===== config.mk =====
export PLATFORM = sky130hd
export DESIGN_NAME = msi_l1_cache_ctrl
export DESIGN_NICKNAME = d
export VERILOG_FILES = /design/src/rtl/msi_l1_cache_ctrl.sv
export SDC_FILE = /design/constraint.sdc
export NUM_CORES = 1
export LEC_CHECK = 0
export BUFFER_PORTS_ARGS = -buffer_cell sky130_fd_sc_hd__buf_2
export CORE_MARGIN = 5
export CORE_UTILIZATION = 40
export DETAILED_ROUTE_END_ITERATION = 10
export HOLD_SLACK_MARGIN = 0.03
export PLACE_DENSITY_LB_ADDON = 0.15
export SKIP_CTS_REPAIR_TIMING = 1
export SLEW_MARGIN = 20
export SYNTH_ARGS = -nofsm -noshare
export SYNTH_HDL_FRONTEND = slang
export SYNTH_SLANG_ARGS = --single-unit

===== constraint.sdc =====
create_clock -name Clock_i -period 2.2 [get_ports Clock_i]
set_input_delay 0.44 -clock Clock_i [delete_from_list [all_inputs] [get_ports Clock_i]]
set_output_delay 0.44 -clock Clock_i [all_outputs]
set_load 0.02 [all_outputs]

===== src/rtl/msi_l1_cache_ctrl.sv =====
// msi_l1_cache_ctrl: fully-associative MSI L1 controller with upgrade, dirty writeback and snoop servicing.
module msi_l1_cache_ctrl #(
  parameter int ADDR_W = 4,
  parameter int DATA_W = 4,
  parameter int NUM_LINES = 2,
  parameter int IDX_W = 1
) (
  input  logic              Clock_i,
  input  logic              Reset_i,
  input  logic              ProcValid_i,
  input  logic [1:0]        WriteOrRead_i,
  input  logic [ADDR_W-1:0] ProcAddress_i,
  input  logic [DATA_W-1:0] ProcData_i,
  output logic              ProcReady_o,
  output logic [1:0]        HitOrMiss_o,
  output logic              ProcDone_o,
  output logic [DATA_W-1:0] ProcRdData_o,
  output logic [1:0]        Signal_o,
  output logic              DirValid_o,
  output logic [ADDR_W-1:0] DirAddress_o,
  output logic [DATA_W-1:0] DirData_o,
  output logic [1:0]        WriteBack_o,
  input  logic              DirAck_i,
  input  logic [DATA_W-1:0] MemData_i,
  input  logic              SnoopValid_i,
  input  logic [1:0]        SnoopCmd_i,
  input  logic [ADDR_W-1:0] SnoopAddress_i,
  output logic              SnoopReady_o,
  output logic              SnoopReply_o,
  output logic [DATA_W-1:0] SnoopData_o
);
  localparam logic [2:0] ST_E = 3'b000, ST_I = 3'b001, ST_S = 3'b010, ST_M = 3'b011;
  typedef enum logic [2:0] {IDLE, SNOOP, WB, REQ, DONE} state_t;
  state_t state_q;
  logic [2:0] st_q [NUM_LINES];
  logic [ADDR_W-1:0] ad_q [NUM_LINES];
  logic [DATA_W-1:0] dt_q [NUM_LINES];
  logic [IDX_W-1:0] ptr_q, vic_q, hidx, iidx, fidx, sidx, vic;
  logic [ADDR_W-1:0] addr_q;
  logic [DATA_W-1:0] wd_q;
  logic wr_q, up_q, hit, imat, fr, sh, wr;
  assign wr = ~WriteOrRead_i[0];
  assign ProcReady_o = (state_q == IDLE) && !SnoopValid_i;
  assign SnoopReady_o = (state_q == IDLE);
  // descending scan so the lowest-index candidate wins
  always_comb begin
    hit = 1'b0; hidx = '0; imat = 1'b0; iidx = '0; fr = 1'b0; fidx = '0; sh = 1'b0; sidx = '0;
    for (int i = NUM_LINES - 1; i >= 0; i--) begin
      if (ad_q[i] == ProcAddress_i && (st_q[i] == ST_S || st_q[i] == ST_M)) begin hit = 1'b1; hidx = IDX_W'(i); end
      if (ad_q[i] == ProcAddress_i && st_q[i] == ST_I) begin imat = 1'b1; iidx = IDX_W'(i); end
      if (st_q[i] == ST_E || st_q[i] == ST_I) begin fr = 1'b1; fidx = IDX_W'(i); end
      if (ad_q[i] == SnoopAddress_i && (st_q[i] == ST_S || st_q[i] == ST_M)) begin sh = 1'b1; sidx = IDX_W'(i); end
    end
    vic = imat ? iidx : fr ? fidx : ptr_q;
  end
  always_ff @(posedge Clock_i) begin
    if (Reset_i) begin
      state_q <= IDLE; ptr_q <= '0; vic_q <= '0; addr_q <= '0; wd_q <= '0; wr_q <= 1'b0; up_q <= 1'b0;
      HitOrMiss_o <= '0; ProcDone_o <= 1'b0; ProcRdData_o <= '0; Signal_o <= '0; DirValid_o <= 1'b0;
      DirAddress_o <= '0; DirData_o <= '0; WriteBack_o <= '0; SnoopReply_o <= 1'b0; SnoopData_o <= '0;
      for (int i = 0; i < NUM_LINES; i++) begin st_q[i] <= ST_E; ad_q[i] <= '0; dt_q[i] <= '0; end
    end else begin
      ProcDone_o <= 1'b0;
      SnoopReply_o <= 1'b0;
      case (state_q)
        IDLE: begin
          DirValid_o <= 1'b0; Signal_o <= '0; WriteBack_o <= '0; DirAddress_o <= '0; DirData_o <= '0;
          HitOrMiss_o <= '0; ProcRdData_o <= '0; SnoopData_o <= '0;
          if (SnoopValid_i) begin
            state_q <= SNOOP;
            SnoopReply_o <= 1'b1;
            if (sh && st_q[sidx] == ST_M && SnoopCmd_i != 2'b00) begin
              SnoopData_o <= dt_q[sidx]; WriteBack_o <= 2'b01;
              st_q[sidx] <= (SnoopCmd_i == 2'b01) ? ST_S : ST_I;
            end else if (sh && SnoopCmd_i[1]) st_q[sidx] <= ST_I;
          end else if (ProcValid_i && !WriteOrRead_i[1]) begin
            wr_q <= wr; addr_q <= ProcAddress_i; wd_q <= ProcData_i;
            if (hit && (!wr || st_q[hidx] == ST_M)) begin
              state_q <= DONE; ProcDone_o <= 1'b1; HitOrMiss_o <= 2'b01;
              ProcRdData_o <= wr ? '0 : dt_q[hidx];
              if (wr) dt_q[hidx] <= ProcData_i;
            end else if (hit) begin
              state_q <= REQ; up_q <= 1'b1; vic_q <= hidx;
              DirValid_o <= 1'b1; Signal_o <= 2'b11; DirAddress_o <= ProcAddress_i;
            end else begin
              up_q <= 1'b0; vic_q <= vic;
              if (!imat && !fr) ptr_q <= (ptr_q == IDX_W'(NUM_LINES - 1)) ? '0 : ptr_q + 1'b1;
              DirValid_o <= 1'b1;
              if (st_q[vic] == ST_M) begin
                state_q <= WB; WriteBack_o <= 2'b01; DirAddress_o <= ad_q[vic]; DirData_o <= dt_q[vic];
              end else begin
                state_q <= REQ; Signal_o <= wr ? 2'b10 : 2'b01; DirAddress_o <= ProcAddress_i;
              end
            end
          end
        end
        SNOOP: begin
          state_q <= IDLE; WriteBack_o <= '0; SnoopData_o <= '0;
        end
        WB: begin
          state_q <= REQ; WriteBack_o <= '0; DirData_o <= '0;
          Signal_o <= wr_q ? 2'b10 : 2'b01; DirAddress_o <= addr_q;
        end
        REQ: if (DirAck_i) begin
          state_q <= DONE; DirValid_o <= 1'b0; Signal_o <= '0; DirAddress_o <= '0;
          ProcDone_o <= 1'b1; HitOrMiss_o <= up_q ? 2'b01 : 2'b00; ProcRdData_o <= wr_q ? '0 : MemData_i;
          st_q[vic_q] <= wr_q ? ST_M : ST_S; ad_q[vic_q] <= addr_q; dt_q[vic_q] <= wr_q ? wd_q : MemData_i;
        end
        DONE: begin
          state_q <= IDLE; HitOrMiss_o <= '0; ProcRdData_o <= '0;
        end
        default: state_q <= IDLE;
      endcase
    end
  end
endmodule


Word-level counts from Yosys, hierarchy flattened
Memory sizes are Yosys's and may differ from the RTL's.
Index checks and enable logic that the tools add are counted.

word-level totals
  bits in registers = 40
  bits of input ports = 25
  output and inout bits = 27
  word-level logic and storage cells = 215
  memory bits (writable) = 20
  memories = 3

memory list
  memory  words  bits a word  rd ports  clocked after Yosys merged registers in  write ports  RTL line  text
  ad_q    2      4            3         0                                        2            36        logic [ADDR_W-1:0] ad_q [NUM_LINES];
  dt_q    2      4            3         0                                        2            37        logic [DATA_W-1:0] dt_q [NUM_LINES];
  st_q    2      2            5         0                                        2            35        logic [2:0] st_q [NUM_LINES];

cells by class
  equality and inequality tests = 20
  reduce and logical (&&, ||, !) cells = 46
  add/sub/neg operators = 1
  multiplexer cells = 122
  bitwise operators = 6

operator list
  cell                count
  $mux 4              23
  $mux 1              71
  $mux 2              14
  $eq 3x2->1 const B  9
  $pmux 4 s3          2
  $eq 4x4->1          4
  $pmux 4 s2          2
  $logic_and 1x1->1   13
  $mux 3              4
  $pmux 2 s3          2
  $reduce_or 4->1     3
  $reduce_bool 2->1   5
  $eq 3x1->1 const B  3
  $logic_not 3->1     3
  $pmux 3 s3          1
  $reduce_and 2->1    4
  $reduce_or 2->1     4
  $reduce_and 6->1    1
  $reduce_bool 3->1   2
  $logic_or 1x1->1    5
  $not 1->1           5
  $logic_not 1->1     4
  $pmux 1 s2          2
  $pmux 2 s2          1
  other kinds (8)     8

Logic depth before layout (Yosys ltp)
An unclocked memory read counts as a cell.

  word-level depth = 19
  depth in mapped cells = 8
  depth with buffers taken out = 7

Worst setup path after synthesis
Ideal clock, no wire load.

  path kind = input-to-reg
  start point = input port ProcAddress_i[1]
  end point = register DirAddress_o[1]
  required time = 2,108 ps
  stages on the path = 8
  data arrival time = 2,224 ps
  setup slack = -117 ps
  buffers on the path = 2
  setup time = 92 ps
  cell sequence = xor2_1 > nor4_4 > and2_1 > buf_4 > mux2i_1 > buf_2 > or4_1 > o32ai_1

between the ends
  word-level cells in the longest chain between the ends = 13

ends and longest elaborated chain
  item                    RTL line  text
  start: declaration      12        input logic [ADDR_W-1:0] ProcAddress_i,
  $eq 4x4->1              49, 50
  $logic_and 1x1->1       50        if (ad_q[i] == ProcAddress_i && st_q[i] == ST_I) begin imat = 1'b1; iidx = IDX_W'(i); end
  $mux 1 (2 in a row)     50
  $mux 1                  54        vic = imat ? iidx : fr ? fidx : ptr_q;
  $mem_v2 2x2             n/a
  $eq 3x2->1              89        if (st_q[vic] == ST_M) begin
  $mux 4                  89
  $mux 4                  82        end else if (hit) begin
  $mux 4 (*)              78        if (hit && (!wr || st_q[hidx] == ST_M)) begin
  $mux 4 (*)              76        end else if (ProcValid_i && !WriteOrRead_i[1]) begin
  $mux 4 (*)              69        if (SnoopValid_i) begin
  $pmux 4 s3 (*)          65        case (state_q)
  end signal: assignment  102       Signal_o <= wr_q ? 2'b10 : 2'b01; DirAddress_o <= addr_q;
  end: declaration        20        output logic [ADDR_W-1:0] DirAddress_o,

Every way passes the cells marked *; elsewhere a longest branch is shown, timed or not.
A chain may end at the register's enable or synchronous reset.

==> metrics.txt <==
status finished, violations left; failing checks negative setup slack; Seq cells post-synth 58; leakage 1.762 nW; PnR worst setup slack -0.1397 ns; R2R Setup Slk -0.14 ns; detailed router's first-iteration violation count about 310; Cell variety after synth 51; FMAX roughly 430 MHz; fin nets 479; vias in the first global route 2865; WP data arrival 2.59 ns; Synth top area share 24.81%; CP Capture Type flip-flop; Via-to-Cell Ratio 5.419; initial antenna violation count 0; Mean Syn Cell Area 8.542 µm²; clk_lat worst skew 0.34 ns; Async S/R FF share, synth 0%; crit path max fanout 8; Gate Count Post-Synth 359; pwr/cell area between 600 and 700 nW/µm²; HPWL Detailed between 7 and 8 mm; Ports 52; critical path class flip-flop to flip-flop; reg2reg start ad_q[0][0]; CP Data Required Time 2.45 ns; sequential share of power 43.9%; Chip Width 97.56 µm; Worst IR Drop VDD approximately 0.00032 V; wire per inst 17.24 µm; setup TNS -0.6371 ns; combinational share of power 15.3%; Die ar. 9518 µm²; synth top area cells dfxtp_1 25%, edfxtp_1 20%, nand2_1 5.9%; cell accounting for the most synthesized area dfxtp_1; MaxCap Viol Count 0; CP Capture Point DirAddress_o[1]; total wire length around 9.7 mm; synth warn 0; Tmin final 2.340 ns; clk root buf clkbuf_8; skew final 0.008082 ns; # DRC 0; mapped cell area 3067 µm²; Total GRT Usage just under 20%; largest net degree at the start of global routing 30; Clk pwr share 40.8%; first-pass GRT wire length 14.92 mm; Max clock buf depth 2; core area 7607 µm²; total gr overflow 0; sequential fraction of the synthesis area 44.39%; 1st-pass router iterations 5; switching power total slightly above 700 µW; diode count 0; number of enable flip-flop cells after synthesis 20; worst reg2reg endpoint DirAddress_o[1]; routed vias roughly 3k; H-tree depth 3; fin util 55.63%; sw frac 26.87%; share of cells above drive strength 1 34.86%; Int Power 1.968 mW; DIE HEIGHT around 98 µm; Final Max Slew Viols 0; Final period util 106.4%; post-route ant nets 0; # port buffers 49; Setup Slack @ Placement -0.3083 ns; worst r2r path cells 6; Final GP Congestion 0.9724; startpoint types flip-flop; Syn-to-layout area delta 37.98%; initial core utilization 40.31%; CTS sink cnt 58; CTS tree built; Rows 32; setup violators final 8; CTS buffer count 9; Critical Path Source ad_q[0][0]; RSZ-0062 raised after global routing true; final hold violation count 0; Most used DFF post-synth dfxtp_1; Clock transition at path regs 0.06 ns; min-delay worst type input port to flip-flop
==> cells in the final DEF, fill, tap and decap left out, drive strengths merged, types with 3 or more instances in the layout <==
cell    netlist  routed
a211oi        3       3
a21o          3       3
a21oi        24      24
a221oi        4       4
a31o          3       3
and2          7       7
and3          6       6
buf           4     103
clkbuf       16      13
dfxtp        38      38
edfxtp       20      20
inv           8       8
mux2i        10      10
nand2        48      48
nand2b        8       8
nand3        14      14
nor2         38      38
nor3         14      14
nor3b         7       7
nor4          4       4
o21ai        31      31
o32ai         4       4
or4           4       4
xnor2         3       3
xor2         14      14
==> worst min-delay path by stage <==
stage / startpoint / endpoint / cells past startpoint
floorplan: wd_q[0] / wd_q[0] / 2
global placement: DirData_o[2] / DirData_o[2] / 2
detailed placement: DirData_o[2] / DirData_o[2] / 2
CTS: ProcData_i[3] / wd_q[3] / 3
global route: ProcData_i[1] / wd_q[1] / 3
finish: ProcData_i[3] / wd_q[3] / 3
==> sequential cells by signal, summed over array words and instances (netlist names), 4 cells and up <==
signal,cells
ProcRdData_o,4
st_q,4
wd_q,4
addr_q,4
DirAddress_o,4
DirData_o,4
ad_q,8
dt_q,8
SnoopData_o,4
==> cells by family after synthesis <==
logic type             share of synthesized area, %
AND/OR/NAND/NOR                               24.97
flip-flops                                    44.39
XOR/XNOR                                      4.855
buffers and inverters                         3.835
multiplexers                                  3.631
AO/OA/AOI/OAI                                 18.20
other                                        0.1223
==> power groups by stage <==
| stage | combinational (mW) | clock [mW] | sequential, mW |
|---|---|---|---|
| CTS | 0.367 | 1.11 | 1.18 |
| global placement | 0.362 | 0 | 1.20 |
| detailed placement | 0.365 | 0 | 1.20 |
| finish | 0.411 | 1.10 | 1.18 |
| floorplan | 0.186 | 0 | 1.22 |
| global route | 0.447 | 1.18 | 1.18 |
==> synth_stat cells (8+ instances only) <==
cell	instances
a21oi_1	24
nand3_1	14
nor3_1	14
o21ai_0	19
nand2_1	48
edfxtp_1	20
nand2b_1	8
mux2i_1	10
nor2_1	38
xor2_1	14
o21ai_1	12
clkbuf_1	16
dfxtp_1	38
==> worst max-delay path, stage by stage, from the launching register on <==
cell	delay, ns
edfxtp_1	0.47
xor2_2	0.22
nor4_4	0.42
and2_4	0.24
mux2i_4	0.11
or4_4	0.56
o32ai_2	0.22
==> cell type report <==
class                      instances  area [µm²]
sequential                        58        1361
tap                              102       127.6
timing repair buffer             103       650.6
multi-input combinational        274        1838
fill                             730        3376
inverter                           8       30.03
clock inverter                     3       43.79
clock buffer                      13       180.2
==> routing by layer <==
metal  part of all wire, %  global-route usage, %  vias to the layer above
li1                      -                      -                     1466
met1                    46                  28.53                     1428
met2                    45                  29.26                      128
met3                   7.9                  5.887                       18
met4                   1.4                  4.579                        0
met5                     0                      0                        -
==> metrics by stage <==
stage	cells	hold WS [ns]	area, µm²	power (mW)
4_1_cts	555	0.3376	3955	2.659
3_3_place_gp	539	0.4387	3731	1.564
6_report	561	0.3493	4232	2.691
3_5_place_dp	539	0.4440	3731	1.567
2_1_floorplan	360	0.4364	3089	1.401
5_1_grt	561	0.3398	4232	2.816
Note: power is estimated with default switching activity, not from simulation.
